`config.mk`:
```
export PLATFORM = sky130hd
export DESIGN_NAME = lsu_ctrl
export DESIGN_NICKNAME = d
export VERILOG_FILES = /design/src/rtl/lsu_pkg.sv /design/src/rtl/lsu_load_extend.sv /design/src/rtl/lsu_ctrl.sv
export SDC_FILE = /design/constraint.sdc
export NUM_CORES = 1
export LEC_CHECK = 0
export CORE_ASPECT_RATIO = 0.9
export CORE_MARGIN = 4
export CORE_UTILIZATION = 40
export DETAILED_ROUTE_END_ITERATION = 10
export GPL_ROUTABILITY_DRIVEN = 0
export GPL_TIMING_DRIVEN = 0
export PLACE_DENSITY = 0.71
export SLEW_MARGIN = 20
export SYNTH_ARGS = -nofsm -noshare
export SYNTH_HDL_FRONTEND = slang
export SYNTH_HIERARCHICAL = 1
export SYNTH_SLANG_ARGS = --single-unit
```
`constraint.sdc`:
```
create_clock -name clk -period 3.57 [get_ports clk]
set_input_delay 0.5355 -clock clk [delete_from_list [all_inputs] [get_ports clk]]
set_output_delay 0.5355 -clock clk [all_outputs]
set_load 0.01 [all_outputs]
```
`src/rtl/lsu_pkg.sv`:
```
// lsu_pkg: funct3/exception encodings, controller states and byte-lane strobe helper.
package lsu_pkg;

    localparam logic [2:0] F3_B  = 3'b000;
    localparam logic [2:0] F3_H  = 3'b001;
    localparam logic [2:0] F3_W  = 3'b010;
    localparam logic [2:0] F3_BU = 3'b100;
    localparam logic [2:0] F3_HU = 3'b101;

    localparam logic [1:0] EXC_NONE  = 2'b00;
    localparam logic [1:0] EXC_MISAL = 2'b01;
    localparam logic [1:0] EXC_ILL   = 2'b10;
    localparam logic [1:0] EXC_TMO   = 2'b11;

    typedef enum logic [2:0] {S_IDLE, S_ISSUE, S_WAIT, S_RESP, S_DRAIN} lsu_state_e;

    function automatic logic [3:0] lane_strobe(input logic [2:0] funct3, input logic [1:0] a);
        return (funct3 == F3_B || funct3 == F3_BU) ? 4'b0001 << a :
               (funct3 == F3_H || funct3 == F3_HU) ? (a[1] ? 4'b1100 : 4'b0011) : 4'b1111;
    endfunction

endpackage

```
`src/rtl/lsu_load_extend.sv`:
```
// lsu_load_extend: selects the addressed byte/half of a read word and sign- or zero-extends it.
module lsu_load_extend
    import lsu_pkg::*;
(
    input  logic [31:0] rdata,
    input  logic [2:0]  funct3,
    input  logic [1:0]  addr_lo,
    output logic [31:0] ext
);

    logic [7:0]  b;
    logic [15:0] h;

    always_comb begin
        b   = rdata[{addr_lo, 3'b000} +: 8];
        h   = addr_lo[1] ? rdata[31:16] : rdata[15:0];
        ext = funct3 == F3_B  ? {{24{b[7]}}, b} :
              funct3 == F3_BU ? {24'b0, b} :
              funct3 == F3_H  ? {{16{h[15]}}, h} :
              funct3 == F3_HU ? {16'b0, h} : rdata;
    end

endmodule

```
`src/rtl/lsu_ctrl.sv`:
```
// lsu_ctrl: MEM-stage load/store controller driving a req/gnt/rvalid data bus.
module lsu_ctrl
    import lsu_pkg::*;
#(
    parameter int TIMEOUT_CYC = 64,
    parameter int TO_W        = 7
) (
    input  logic        clk,
    input  logic        rst_n,
    input  logic        req_valid,
    output logic        req_ready,
    input  logic        is_store,
    input  logic [2:0]  funct3,
    input  logic [31:0] addr,
    input  logic [31:0] wdata,
    input  logic        flush,
    output logic        resp_valid,
    output logic [31:0] resp_rdata,
    output logic [1:0]  resp_exc,
    output logic        stall,
    output logic        mem_req,
    output logic        mem_we,
    output logic [31:0] mem_addr,
    output logic [31:0] mem_wdata,
    output logic [3:0]  mem_strobe,
    input  logic        mem_gnt,
    input  logic        mem_rvalid,
    input  logic [31:0] mem_rdata
);

    lsu_state_e st, nxt;
    logic            is_store_q;
    logic [2:0]      f3_q;
    logic [31:0]     addr_q, wdata_q, rdata_q, ext, wmask;
    logic [3:0]      strobe_q;
    logic [1:0]      exc_q;
    logic [TO_W-1:0] cnt_q;
    logic            acc, ill, mis, tmo, cap, tmo_fire;

    assign acc = st == S_IDLE && req_valid && !flush;
    assign ill = funct3 == 3'b011 || funct3 == 3'b110 || funct3 == 3'b111 || (is_store && funct3[2]);
    assign mis = (funct3[1:0] == 2'b01 && addr[0]) || (funct3[1:0] == 2'b10 && addr[1:0] != 2'b00);
    assign tmo = cnt_q >= TO_W'(TIMEOUT_CYC - 1);
    assign cap = mem_rvalid && ((st == S_ISSUE && mem_gnt && !is_store_q) || st == S_WAIT);
    assign tmo_fire = nxt == S_RESP && ((st == S_ISSUE && !mem_gnt) || (st == S_WAIT && !mem_rvalid));
    assign wmask = funct3[1:0] == 2'b00 ? 32'h0000_00ff : funct3[1:0] == 2'b01 ? 32'h0000_ffff : 32'hffff_ffff;

    lsu_load_extend u_ext (
        .rdata   (mem_rdata),
        .funct3  (f3_q),
        .addr_lo (addr_q[1:0]),
        .ext     (ext)
    );

    always_ff @(posedge clk or negedge rst_n) begin
        if (!rst_n)
            st <= S_IDLE;
        else
            st <= nxt;
    end

    // A grant or data beat wins over a timeout landing in the same cycle.
    always_comb begin
        nxt = st;
        case (st)
            S_IDLE:  if (acc) nxt = (ill || mis) ? S_RESP : S_ISSUE;
            S_ISSUE: nxt = flush ? ((mem_gnt && !is_store_q && !mem_rvalid) ? S_DRAIN : S_IDLE) :
                           mem_gnt ? ((is_store_q || mem_rvalid) ? S_RESP : S_WAIT) :
                           tmo ? S_RESP : S_ISSUE;
            S_WAIT:  nxt = mem_rvalid ? (flush ? S_IDLE : S_RESP) :
                           flush ? S_DRAIN : tmo ? S_RESP : S_WAIT;
            S_DRAIN: nxt = (mem_rvalid || tmo) ? S_IDLE : S_DRAIN;
            default: nxt = S_IDLE;
        endcase
    end

    always_ff @(posedge clk or negedge rst_n) begin
        if (!rst_n) begin
            is_store_q <= 1'b0;
            f3_q       <= '0;
            addr_q     <= '0;
            wdata_q    <= '0;
            strobe_q   <= '0;
            exc_q      <= EXC_NONE;
            rdata_q    <= '0;
            cnt_q      <= '0;
        end else if (acc) begin
            is_store_q <= is_store;
            f3_q       <= funct3;
            addr_q     <= addr;
            wdata_q    <= (wdata & wmask) << {addr[1:0], 3'b000};
            strobe_q   <= lane_strobe(funct3, addr[1:0]);
            exc_q      <= ill ? EXC_ILL : mis ? EXC_MISAL : EXC_NONE;
            rdata_q    <= '0;
            cnt_q      <= '0;
        end else begin
            if (st inside {S_ISSUE, S_WAIT, S_DRAIN}) cnt_q <= cnt_q + 1'b1;
            if (cap) rdata_q <= ext;
            if (tmo_fire) exc_q <= EXC_TMO;
        end
    end

    always_comb begin
        req_ready  = st == S_IDLE;
        stall      = st != S_IDLE;
        mem_req    = st == S_ISSUE;
        mem_we     = is_store_q;
        mem_addr   = {addr_q[31:2], 2'b00};
        mem_wdata  = wdata_q;
        mem_strobe = strobe_q;
        resp_valid = st == S_RESP;
        resp_rdata = resp_valid ? rdata_q : '0;
        resp_exc   = resp_valid ? exc_q : EXC_NONE;
    end

endmodule

```
==> results.md <==
- Share of layout cells above drive strength 1: 0.129
- H-tree depth: 4
- Clk root buf: clkbuf_16
- GR Util All Layers: 0.222
- Wire per inst: between 15 and 20 µm
- Peak VDD IR: about 0.41 mV
- Initial DRT Pass Iterations: 8
- Setup Viol. Count Final: 0
- Worst Setup Slack, final: roughly 0.39 ns
- Synthesis Warnings: 6
- Via count: about 6,300
- Post-CTS sizing: 0
- Vias per inst: 5.19
- FP Rows: 44
- Switching Power: 0.00264 W
- Most common cell after layout, fill and taps aside: nand2_1
- DP Area: approximately 9000 µm²
- Net Sw Frac: 0.349
- First-pass GRT wire length: about 32,000 µm
- Port bufs: about 210
- Worst-Margin Slew: just under 0.6 ns
- Period utilization: 0.892
- Clock Path Buffers: 2
- Antenna Nets Post-Route: 0
- Leakage: approximately 4.5 nW
- Class of the worst hold path: in -> async
- DR DRC count: 0
- Cells after synthesis: 767
- Post-synth EDFFs: 0
- Initial DRC count: approximately 450
- Final hold vios: 0
- Combinational Power Share: 0.453
- Area delta synth->final: 46.5%
- TritonCTS clock tree: built
- Largest net degree at the start of global routing: between 70 and 80
- Commonest non-fill, non-tap cells in the layout: nand2_1, clkdlybuf4s50_1, dfrtp_1
- Initial antenna violation count: 0
- CTS buffer count: 17
- Worst-case clock skew: roughly 0.005 ns
- Final min period: around 3.2 ns
- Clock power share: 0.256
- GR Overflow Total: 0
- Area of the mapped netlist: between 6000 and 7000 µm²
- Max-cap violations: 0
- Worst-path fanout max: 10
- Max-slew violation count: 0
- Vias in the first global route: ~6,200
- Cell Pwr Density: about 790 nW/µm²
- Routed WL: between 20,000 and 25,000 µm
- Post-CTS setup buffer count: 0
- Clock Pin Slew Worst Setup and Hold Paths: roughly 0.050 ns
- Chip Width: around 140 µm
- Async set or reset register ratio after synthesis: 1.00
- IO Count: 213
- RSZ-0062 raised after global routing: no
- Crit path launch: st[2]
- Total power: about 0.0076 W
- Yosys reg bits: about 120
- DP HPWL: between 15,000 and 20,000 µm
- Worst endpoint required time: 3.03 ns
- Die Y: 129 µm
- Worst reg2reg startpoint: st[0]
- Initial Utilization: 0.406
- Core area: about 16,000 µm²
- Reg2reg path depth: 6
- Max-slew headroom: 0.612
- DIE AREA: around 19,000 µm²
- Clk Latency, worst-skew pair: around 0.4 ns
- Hold buffers post-CTS: 0
- Number of antenna diodes: 0
- Kind of critical path: reg -> out
- Setup crit start kind: register
- Part of the power in registers: 0.292
- Sequential share of the synthesized area: 0.443
- Crit end category: output port
- Main flop type after synthesis: dfrtp_1
- Fmax: 314 MHz
- Final instance area: about 9600 µm²
- Post-Syn Area per Cell: ~8.5 µm²
- Nets: around 1,100
- Cell Int Power: a little under 0.005 W
- Status: complete, no violations
- Reg2reg end: mem_strobe[0]
- Pre-CTS setup slack: between 0.7 and 0.8 ns
- Synth unique cells: 56
- WP data arrival: about 2.7 ns
- R2R Setup Slk: around 1.6 ns
- CTS Sinks: 116
==> sequential cells by signal, indices dropped and copies added (netlist names) <==
| signal | cells |
|---|---|
| st | 3 |
| addr_q | 32 |
| cnt_q | 7 |
| mem_we | 1 |
| f3_q | 3 |
| mem_strobe | 4 |
| rdata_q | 32 |
| mem_wdata | 32 |
| exc_q | 2 |
==> cell type report <==
class,count,area (µm²)
plain buffers,94,533
clock buffers,21,480
clock inverters,11,196
fillers,1459,6520
inverters,7,26.3
multi-input cells,551,3100
flip-flops and latches,116,2900
well taps,207,259
repair buffers,209,2110
==> Yosys cell counts (2+ instances only) <==
library cell,n,area (µm²)
nor2_2,2,12.5
buf_2,21,105
a221o_1,15,150
nand2b_1,2,12.5
xor2_1,5,43.8
o21ai_0,9,45.0
nor3_1,2,10.0
mux2i_1,2,20.0
o31a_1,2,17.5
a22o_1,23,201
or4b_1,7,70.1
buf_4,39,293
nand3_1,57,285
nand3b_1,8,60.1
xnor2_1,2,17.5
a32oi_1,9,78.8
inv_1,7,26.3
and3_1,4,25.0
buf_1,4,15.0
nand3_2,11,110
nor2_1,35,131
nor2b_1,3,18.8
nand4_1,3,18.8
dfrtp_1,116,2900
a21oi_1,4,20.0
a221oi_1,8,70.1
or3b_1,2,17.5
mux2_2,16,180
or4_1,2,15.0
a21o_1,2,15.0
nand2_1,234,878
o21ai_1,16,80.1
a211o_1,2,17.5
o22ai_1,2,12.5
and2_1,35,219
clkbuf_1,29,109
a31oi_1,8,50.1
==> worst max path at each step <==
stage,to,slack [ns],depth (start not counted)
floorplan,resp_exc[0],1.62,6
global placement,cnt_q[2],-2.74,1
detailed placement,resp_rdata[27],0.80,7
CTS,resp_rdata[27],0.32,7
global route,resp_rdata[7],0.16,7
finish,resp_rdata[7],0.39,7
==> power by group through the flow <==
stage,Clock [W],Combinational [W],Sequential (W)
after global routing,0.00203,0.00376,0.00228
after global placement,0,0.00338,0.00221
after floorplan,0,0.00195,0.00222
after CTS,0.00197,0.00345,0.00221
after detailed placement,0,0.00342,0.00222
final,0.00194,0.00343,0.00221
==> cell families after synthesis <==
logic type               count (synthesis)  synth area share
AND/OR/NAND/NOR                        412             0.295
flip-flops                             116             0.443
AO/OA/AOI/OAI                          110             0.131
buffers and inverters                  101            0.0853
multiplexers                            19            0.0340
XOR/XNOR                                 7           0.00935
adder cells (fa/ha/maj)                  1           0.00191
other                                    1          0.000572
==> layer usage <==
| metal | global-route usage | wire, µm |
|---|---|---|
| met3 | 0.0624 | 1670 |
| met2 | 0.358 | 9700 |
| met5 | 0 | 0 |
| met1 | 0.296 | 8890 |
| met4 | 0.0609 | 295 |
==> worst max-delay path: stages, from the launching register on <==
cell and delay, ns:
dfrtp_1 0.36, buf_4 0.17, inv_1 0.12, and3_1 0.16
clkbuf_1 0.37, clkbuf_1 0.33, and2_1 0.18, clkdlybuf4s50_1 0.53
==> stage by stage <==
step                      hold WS (ns)  utilization  TNS (ns)  std cells
after CTS                       0.0595        0.596         0       1216
after floorplan                  0.240            -         0        768
after global placement           0.449        0.552   -316.20       1183
after detailed placement         0.463        0.554         0       1184
final                           0.0613        0.596         0       1216
after global routing            0.0798        0.596         0       1216
Power figures use the tool's default switching activity.
